==> config.mk <==
export PLATFORM = sky130hd
export DESIGN_NAME = cgb_pixel_writer_flat
export DESIGN_NICKNAME = d
export VERILOG_FILES = /design/src/rtl/cgb_pixel_writer_if.sv /design/src/rtl/cgb_pixel_writer.sv /design/src/flat_wrapper.sv
export SDC_FILE = /design/constraint.sdc
export NUM_CORES = 1
export LEC_CHECK = 0
export ABC_AREA = 1
export CAP_MARGIN = 15
export CORE_MARGIN = 8
export CORE_UTILIZATION = 33
export CTS_CLUSTER_SIZE = 12
export DETAILED_ROUTE_END_ITERATION = 10
export GPL_ROUTABILITY_DRIVEN = 0
export HOLD_SLACK_MARGIN = 0.06
export PLACE_DENSITY = 0.51
export SETUP_SLACK_MARGIN = 0.5
export SYNTH_ARGS = -nofsm -noshare
export SYNTH_HDL_FRONTEND = slang
export SYNTH_SLANG_ARGS = --single-unit
export TNS_END_PERCENT = 5
==> constraint.sdc <==
create_clock -name clk -period 4.56 [get_ports clk]
set_input_delay 1.368 -clock clk [delete_from_list [all_inputs] [get_ports clk]]
set_output_delay 1.368 -clock clk [all_outputs]
set_load 0.02 [all_outputs]
==> src/rtl/cgb_pixel_writer_if.sv <==
// Pixel-in / framebuffer-out bundle for cgb_pixel_writer.
// The master side is the writer itself; the slave side is the pixel source and framebuffer.
interface cgb_pixel_writer_if;
    logic        pix_valid;
    logic [14:0] pix_color;
    logic        fb_we;
    logic [14:0] fb_addr;
    logic [23:0] fb_wdata;
    logic        fb_ready;

    modport master (
        input  pix_valid, pix_color, fb_ready,
        output fb_we, fb_addr, fb_wdata
    );

    modport slave (
        output pix_valid, pix_color, fb_ready,
        input  fb_we, fb_addr, fb_wdata
    );
endinterface

==> src/rtl/cgb_pixel_writer.sv <==
// CGB LCD pixel stream to RGB888 framebuffer writer.
// A 4-deep FIFO absorbs framebuffer backpressure. Pixels that arrive while it is full are dropped.
module cgb_pixel_writer (
    input  logic                      clk,
    input  logic                      reset,
    input  logic                      cpu_en,
    input  logic                      frame_start,
    cgb_pixel_writer_if.master        pif,
    output logic                      frame_done,
    output logic                      overflow,
    output logic                      busy
);
    typedef enum logic [1:0] {IDLE, ACTIVE, DRAIN} state_t;

    localparam logic [14:0] LAST_IDX = 15'd23039;

    state_t      state_q, state_d;
    logic [14:0] idx_q, idx_d;
    logic [29:0] mem_q [4];
    logic [29:0] mem_d [4];
    logic [1:0]  wr_ptr_q, wr_ptr_d;
    logic [1:0]  rd_ptr_q, rd_ptr_d;
    logic [2:0]  count_q, count_d;
    logic        overflow_q, overflow_d;
    logic        frame_done_q, frame_done_d;

    logic        qual, push, pop, drop;
    logic [29:0] head;

    function automatic logic [23:0] rgb888(input logic [14:0] c);
        return {c[4:0], c[4:2], c[9:5], c[9:7], c[14:10], c[14:12]};
    endfunction

    always_comb begin
        state_d      = state_q;
        idx_d        = idx_q;
        mem_d        = mem_q;
        wr_ptr_d     = wr_ptr_q;
        rd_ptr_d     = rd_ptr_q;
        overflow_d   = overflow_q;
        frame_done_d = 1'b0;

        pop  = (count_q != 3'd0) && pif.fb_ready;
        // A frame_start cycle flushes everything, so a pixel presented with it is ignored.
        qual = cpu_en && pif.pix_valid && (state_q == ACTIVE) && !frame_start;
        push = qual && ((count_q != 3'd4) || pop);
        drop = qual && !push;

        if (push) begin
            mem_d[wr_ptr_q] = {idx_q, pif.pix_color};
            wr_ptr_d        = wr_ptr_q + 2'd1;
        end
        if (pop)  rd_ptr_d = rd_ptr_q + 2'd1;
        if (drop) overflow_d = 1'b1;
        if (qual) idx_d = idx_q + 15'd1;

        count_d = count_q + {2'b00, push} - {2'b00, pop};

        case (state_q)
            IDLE: idx_d = 15'd0;
            ACTIVE: begin
                if (qual && (idx_q == LAST_IDX)) begin
                    state_d = DRAIN;
                    idx_d   = 15'd0;
                end
            end
            DRAIN: begin
                if (count_d == 3'd0) begin
                    state_d      = IDLE;
                    frame_done_d = 1'b1;
                end
            end
            default: state_d = IDLE;
        endcase

        if (frame_start) begin
            state_d      = ACTIVE;
            idx_d        = 15'd0;
            wr_ptr_d     = 2'd0;
            rd_ptr_d     = 2'd0;
            count_d      = 3'd0;
            overflow_d   = 1'b0;
            frame_done_d = 1'b0;
        end
    end

    always_ff @(posedge clk) begin
        if (reset) begin
            state_q      <= IDLE;
            idx_q        <= 15'd0;
            wr_ptr_q     <= 2'd0;
            rd_ptr_q     <= 2'd0;
            count_q      <= 3'd0;
            overflow_q   <= 1'b0;
            frame_done_q <= 1'b0;
        end else begin
            state_q      <= state_d;
            idx_q        <= idx_d;
            wr_ptr_q     <= wr_ptr_d;
            rd_ptr_q     <= rd_ptr_d;
            count_q      <= count_d;
            overflow_q   <= overflow_d;
            frame_done_q <= frame_done_d;
        end
    end

    // Storage needs no reset: outputs are masked whenever the FIFO is empty.
    always_ff @(posedge clk) begin
        mem_q <= mem_d;
    end

    assign head         = mem_q[rd_ptr_q];
    assign pif.fb_we    = (count_q != 3'd0);
    assign pif.fb_addr  = pif.fb_we ? head[29:15] : 15'd0;
    assign pif.fb_wdata = pif.fb_we ? rgb888(head[14:0]) : 24'd0;
    assign frame_done   = frame_done_q;
    assign overflow     = overflow_q;
    assign busy         = (state_q != IDLE);
endmodule

==> src/flat_wrapper.sv <==
// flat-port wrapper written by rule: the top's interface ports become plain ports
module cgb_pixel_writer_flat 
  (clk, reset, cpu_en, frame_start, frame_done, overflow, busy, pif_pix_valid, pif_pix_color, pif_fb_ready, pif_fb_we, pif_fb_addr, pif_fb_wdata);
  cgb_pixel_writer_if pif_i ();
  input  logic clk;
  input  logic reset;
  input  logic cpu_en;
  input  logic frame_start;
  output logic frame_done;
  output logic overflow;
  output logic busy;
  input wire logic [$bits(pif_i.pix_valid)-1:0] pif_pix_valid;
  input wire logic [$bits(pif_i.pix_color)-1:0] pif_pix_color;
  input wire logic [$bits(pif_i.fb_ready)-1:0] pif_fb_ready;
  output wire logic [$bits(pif_i.fb_we)-1:0] pif_fb_we;
  output wire logic [$bits(pif_i.fb_addr)-1:0] pif_fb_addr;
  output wire logic [$bits(pif_i.fb_wdata)-1:0] pif_fb_wdata;
  assign pif_i.pix_valid = pif_pix_valid;
  assign pif_i.pix_color = pif_pix_color;
  assign pif_i.fb_ready = pif_fb_ready;
  assign pif_fb_we = pif_i.fb_we;
  assign pif_fb_addr = pif_i.fb_addr;
  assign pif_fb_wdata = pif_i.fb_wdata;
  cgb_pixel_writer u_core (.clk(clk), .reset(reset), .cpu_en(cpu_en), .frame_start(frame_start), .pif(pif_i), .frame_done(frame_done), .overflow(overflow), .busy(busy));
endmodule
[Yosys cells after proc, flatten, opt, wreduce, memory -nomap -nowiden]
Index checks and enable logic that the tools add are counted.
Operators by class
  add/sub/neg operators: 5
  order comparisons: 3
  eq/ne operators: 9
  mux-type cells: 16
  bitwise logic cells: 4
  reduce and logical (&&, ||, !) cells: 19
Operators by type and width (count)
  $bwmux 120: 1
  $mux 30: 3
  $bmux 30 s2: 1
  $demux 30 s2: 1
  $mux 15: 3
  $pmux 15 s2: 1
  $mux 24: 1
  $add 15x1->15 const B: 1
  $eq 15x15->1 const B: 1
  $logic_and 1x1->1: 8
  $ge 3x3->1 const B: 2
  $ne 3x3->1 const B: 2
  $not 2->3: 2
  $pmux 2 s3: 1
  $reduce_and 3->1: 2
  $add 2x1->2 const B: 2
  $mux 2: 2
  $ne 2x2->1 const B: 2
  $add 3x1->3: 1
  $logic_not 3->1: 1
  $lt 3x1->1 const B: 1
  $ne 3x2->1 const B: 1
  $reduce_bool 3->1: 1
  $reduce_or 3->1: 1
  11 further kinds: 14
Word-level totals
  register bits after elaboration: 146
  bits of input ports: 21
  output and inout port bits: 43
  logic and storage cells: 68

[Depth between registers and ports, before layout]
  depth after elaboration: 10
  depth in mapped cells: 12
  gate-level depth less buffers: 12

[Worst setup path before layout]
No wires, ideal clock.
  path kind: in2reg
  start: input port frame_start
  end: register u_core.mem_q[0] (netlist bit) (enable)
  library setup time: 0.417 ns
  arrival: 3.175 ns
  data required time: 4.143 ns
  setup slack: 0.968 ns
  cell stages on the path: 6
  path buffers: 1
  cells stage by stage: inv_1 -> nand3_2 -> nor2_4 -> buf_6 -> nand2_2 -> nor2_1
On the way
  longest elaborated chain between the ends: 3
RTL lines
  start, declared: RTL line flat_wrapper.sv:8  | input logic frame_start;
  $logic_not 1->1: RTL line cgb_pixel_writer.sv:45  | qual = cpu_en && pif.pix_valid && (state_q == ACTIVE) && !frame_start;
  $logic_and 1x1->1: RTL line cgb_pixel_writer.sv:45
  $logic_and 1x1->1: RTL line cgb_pixel_writer.sv:46  | push = qual && ((count_q != 3'd4) || pop);
  end signal, assigned: RTL line cgb_pixel_writer.sv:109  | mem_q <= mem_d;
  end, declared: RTL line cgb_pixel_writer.sv:19  | logic [29:0] mem_q [4];
Every way passes these cells.
A chain may end at the register's enable or synchronous reset.

[Worst setup path in the final report]
  start: register u_core.count_q[1]
  end: output port pif_fb_wdata[1]
On the way
  longest elaborated chain between the ends: 2
RTL lines
  start, declared: RTL line cgb_pixel_writer.sv:23  | logic [2:0] count_q, count_d;
  start signal, assigned: RTL line cgb_pixel_writer.sv:101  | count_q <= count_d;
  $reduce_bool 3->1: RTL line cgb_pixel_writer.sv:113  | assign pif.fb_we = (count_q != 3'd0);
  $mux 24: RTL line cgb_pixel_writer.sv:115  | assign pif.fb_wdata = pif.fb_we ? rgb888(head[14:0]) : 24'd0;
  end, declared: RTL line flat_wrapper.sv:17  | output wire logic [$bits(pif_i.fb_wdata)-1:0] pif_fb_wdata;
Every way passes these cells.

==> flow_summary.toml <==
[critical_path]
crit_end = "pif_fb_wdata[1]"
cp_top_family = "buffers and inverters"
critPathBufInv = 3
r2r_setup_slack_ps = 1640
cp-start-kind = "register"
cp.required_ps = 3190
cp_data_arrival_time_ps = 2500
r2r_start = "u_core.count_q[1]"
crit_path_end_kind = "primary output"
cp_cell_sequence = "nor2_1, nand2_1, inv_1, buf_4, a21oi_1, clkdlybuf4s50_1"
crit_slowest_cell = "inv_1"
crit_start = "u_core.count_q[1]"
r2r-end = "u_core.state_q[1]"
max_stage_delay_ps = 620
path_max_fanout = 19
path_depth = 6
critPathKind = "reg2out"
r2r_cells = 12

[status]
status = "finished clean"

[drt]
via_per_inst = 4.679
wl_per_cell_um = 15.67
vias = 4052
wl_mm = 13.57
drc = 0
drtIter0Drc = 227
antenna_left = 0
first_pass_iters = 4

[logic_synthesis]
synthCells = 561
synth_flop_cell = "edfxtp_1"
yosysWarnings = 0
syn_avg_cell_area_sq_um = 10.95
synth_fp_nets = 590
synth_edf_count = 120
async_reset_ff_share_pct = 0
netlist_area_sq_mm = 0.006143
synth-seq-area-share_pct = 67.13
synth_cell_type_count = 30
ys_ff_latch = 146

[global_routing]
grt_pass1_vias = 4139
antenna_found_initial = 0
grt_max_degree = 64
grt_usage_pct = 11.98
grt_first_pass_wirelength_mm = 21.90
gr-total-overflow = 0

[timing]
worstMarginPinSlew_ps = 843.4
fin_crit_sh_pct = 84.72
hold_viol = 0
finalSetupTns_ps = 0
report.final.slew_viol_count = 0
finClkSkew_ps = 10.34
relSlewSlack_pct = 43.71
min_period_ps = 3863
fmax_ghz = 0.2588
rsz0062_at_grt = "yes"
setup_viol = 0

[placement]
dp_hpwl_mm = 8.325
placed_cell_area_sq_mm = 0.006983
io_buffers = 63

[cts]
numCtsBuffers = 17
cts.htree.levels = 4
cts_tree = "done"
cts-root-buf = "clkbuf_16"
postCtsResizedCells = 0
clock_latency_ps = 410
cts.clk_slew.worst_paths_ps = 60
cts_num_sinks = 146
clk_path_buf_depth = 2
ctsHoldBuffers = 0
cts_setup_buffers = 0

[power_and_ir_drop]
power.leakage_nw = 2.499
p_per_area_mw_per_mm2 = 375.3
ir_drop_mv = 0.2830

[job]
cap_violations = 0

[layout]
nets = 649
final_common_cell = "nor2_1"
drive_gt1_share_pct = 10.92
syn2layout_area_growth_pct = 22.51
fillers = 1778
design_area_sq_mm = 0.007526
final_cell_mix = "149 x nor2_1, 120 x edfxtp_1, 63 x clkdlybuf4s50_1"
n_antenna_cell = 0

[floorplanning]
dieArea_sq_mm = 0.02324
num_io_pins = 64
die_y_um = 152.4
start_util_pct = 33.18
rows = 50
die_w_um = 152.4
core_sq_mm = 0.01852

[min_path]
worstHoldPathType = "reg2reg"
how the worst min path moves through the flow:
| stage | cells after the start | to | startpoint |
|---|---|---|---|
| after floorplan | 2 | u_core.wr_ptr_q[1] | u_core.wr_ptr_q[1] |
| after global placement | 2 | u_core.overflow | u_core.overflow |
| after detailed placement | 2 | u_core.overflow | u_core.overflow |
| after CTS | 2 | u_core.overflow | u_core.overflow |
| after global routing | 2 | u_core.overflow | u_core.overflow |
| final | 2 | u_core.overflow | u_core.overflow |
synthesized netlist by cell type (2+ instances only):
cell,instances,area (sq um)
nor2_4,2,22.52
xor2_1,8,70.07
inv_1,28,105.1
nor2_1,153,574.3
o21ai_1,6,30.03
dfxtp_1,26,520.5
nand3b_1,2,15.01
o21bai_1,2,15.01
nor2_2,12,75.07
a21oi_1,37,185.2
nand4_1,2,12.51
clkbuf_1,15,56.30
nand2_2,6,37.54
buf_2,7,35.03
ha_1,7,87.58
nand3_2,4,40.04
buf_4,9,67.56
inv_2,5,18.77
nand2_1,35,131.4
o21ai_0,59,295.3
nand3_1,8,40.04
edfxtp_1,120,3603
worst min-delay path, stage by stage, from the launching register on:
cell and delay, ps:
dfxtp_1 310, nor2_1 100, nor2_1 40
power by group:
| group | internal, mW | switching [mW] |
|---|---|---|
| logic | 0.0467 | 0.0622 |
| clock network | 0.791 | 0.484 |
| registers | 1.44 | 0.00228 |
registers in the layout (all words and copies together), names as in the netlist:
register           count
u_core.mem_q         120
u_core.idx_q          15
u_core.count_q         3
u_core.rd_ptr_q        2
u_core.state_q         2
u_core.wr_ptr_q        2
u_core.frame_done      1
u_core.overflow        1
kinds of logic (layout without fill, tap and decap cells):
family,Yosys count,after routing,synth area share (%)
AO/OA/AOI/OAI,104,104,8.554
XOR/XNOR,9,9,1.283
adder cells (fa/ha/maj),8,8,1.751
buffers and inverters,66,137,5.112
flip-flops,146,146,67.13
multiplexers,1,1,0.1629
AND/OR/NAND/NOR,227,227,16.01
layer usage:
layer | track usage [%] | routed length, um | up-vias
met4 | 2.875 | 100 | 0
met5 | 0 | 0 | -
met2 | 20.95 | 6708 | 93
li1 | - | - | 2010
met3 | 4.027 | 619 | 7
met1 | 13.94 | 6140 | 1942
layout make-up:
class	count	area [sq um]	area share, %
Timing Repair Buffer	73	711.9	9.460
Clock buffer	22	444.2	5.902
Sequential cell	146	4125	54.81
Multi-Input combinational cell	349	1735	23.06
Tap cell	234	292.8	3.890
Inverter	33	126.4	1.679
Clock inverter	9	90.09	1.197
through the flow:
step / instances / util, % / worst slack [ps] / total power, mW / hold WS (ps)
final: 866 / 40.64 / 696.6 / 2.825 / 501.8
after CTS: 866 / 40.59 / 533.9 / 2.862 / 503.1
after detailed placement: 835 / 37.71 / 830.3 / 1.579 / 480.8
after global routing: 866 / 40.64 / 489.5 / 2.920 / 529.3
after global placement: 835 / 37.71 / 862.5 / 1.577 / 464.1
after floorplan: 561 / - / 968.3 / 1.523 / 490.1
(Power assumes the default switching activity.)
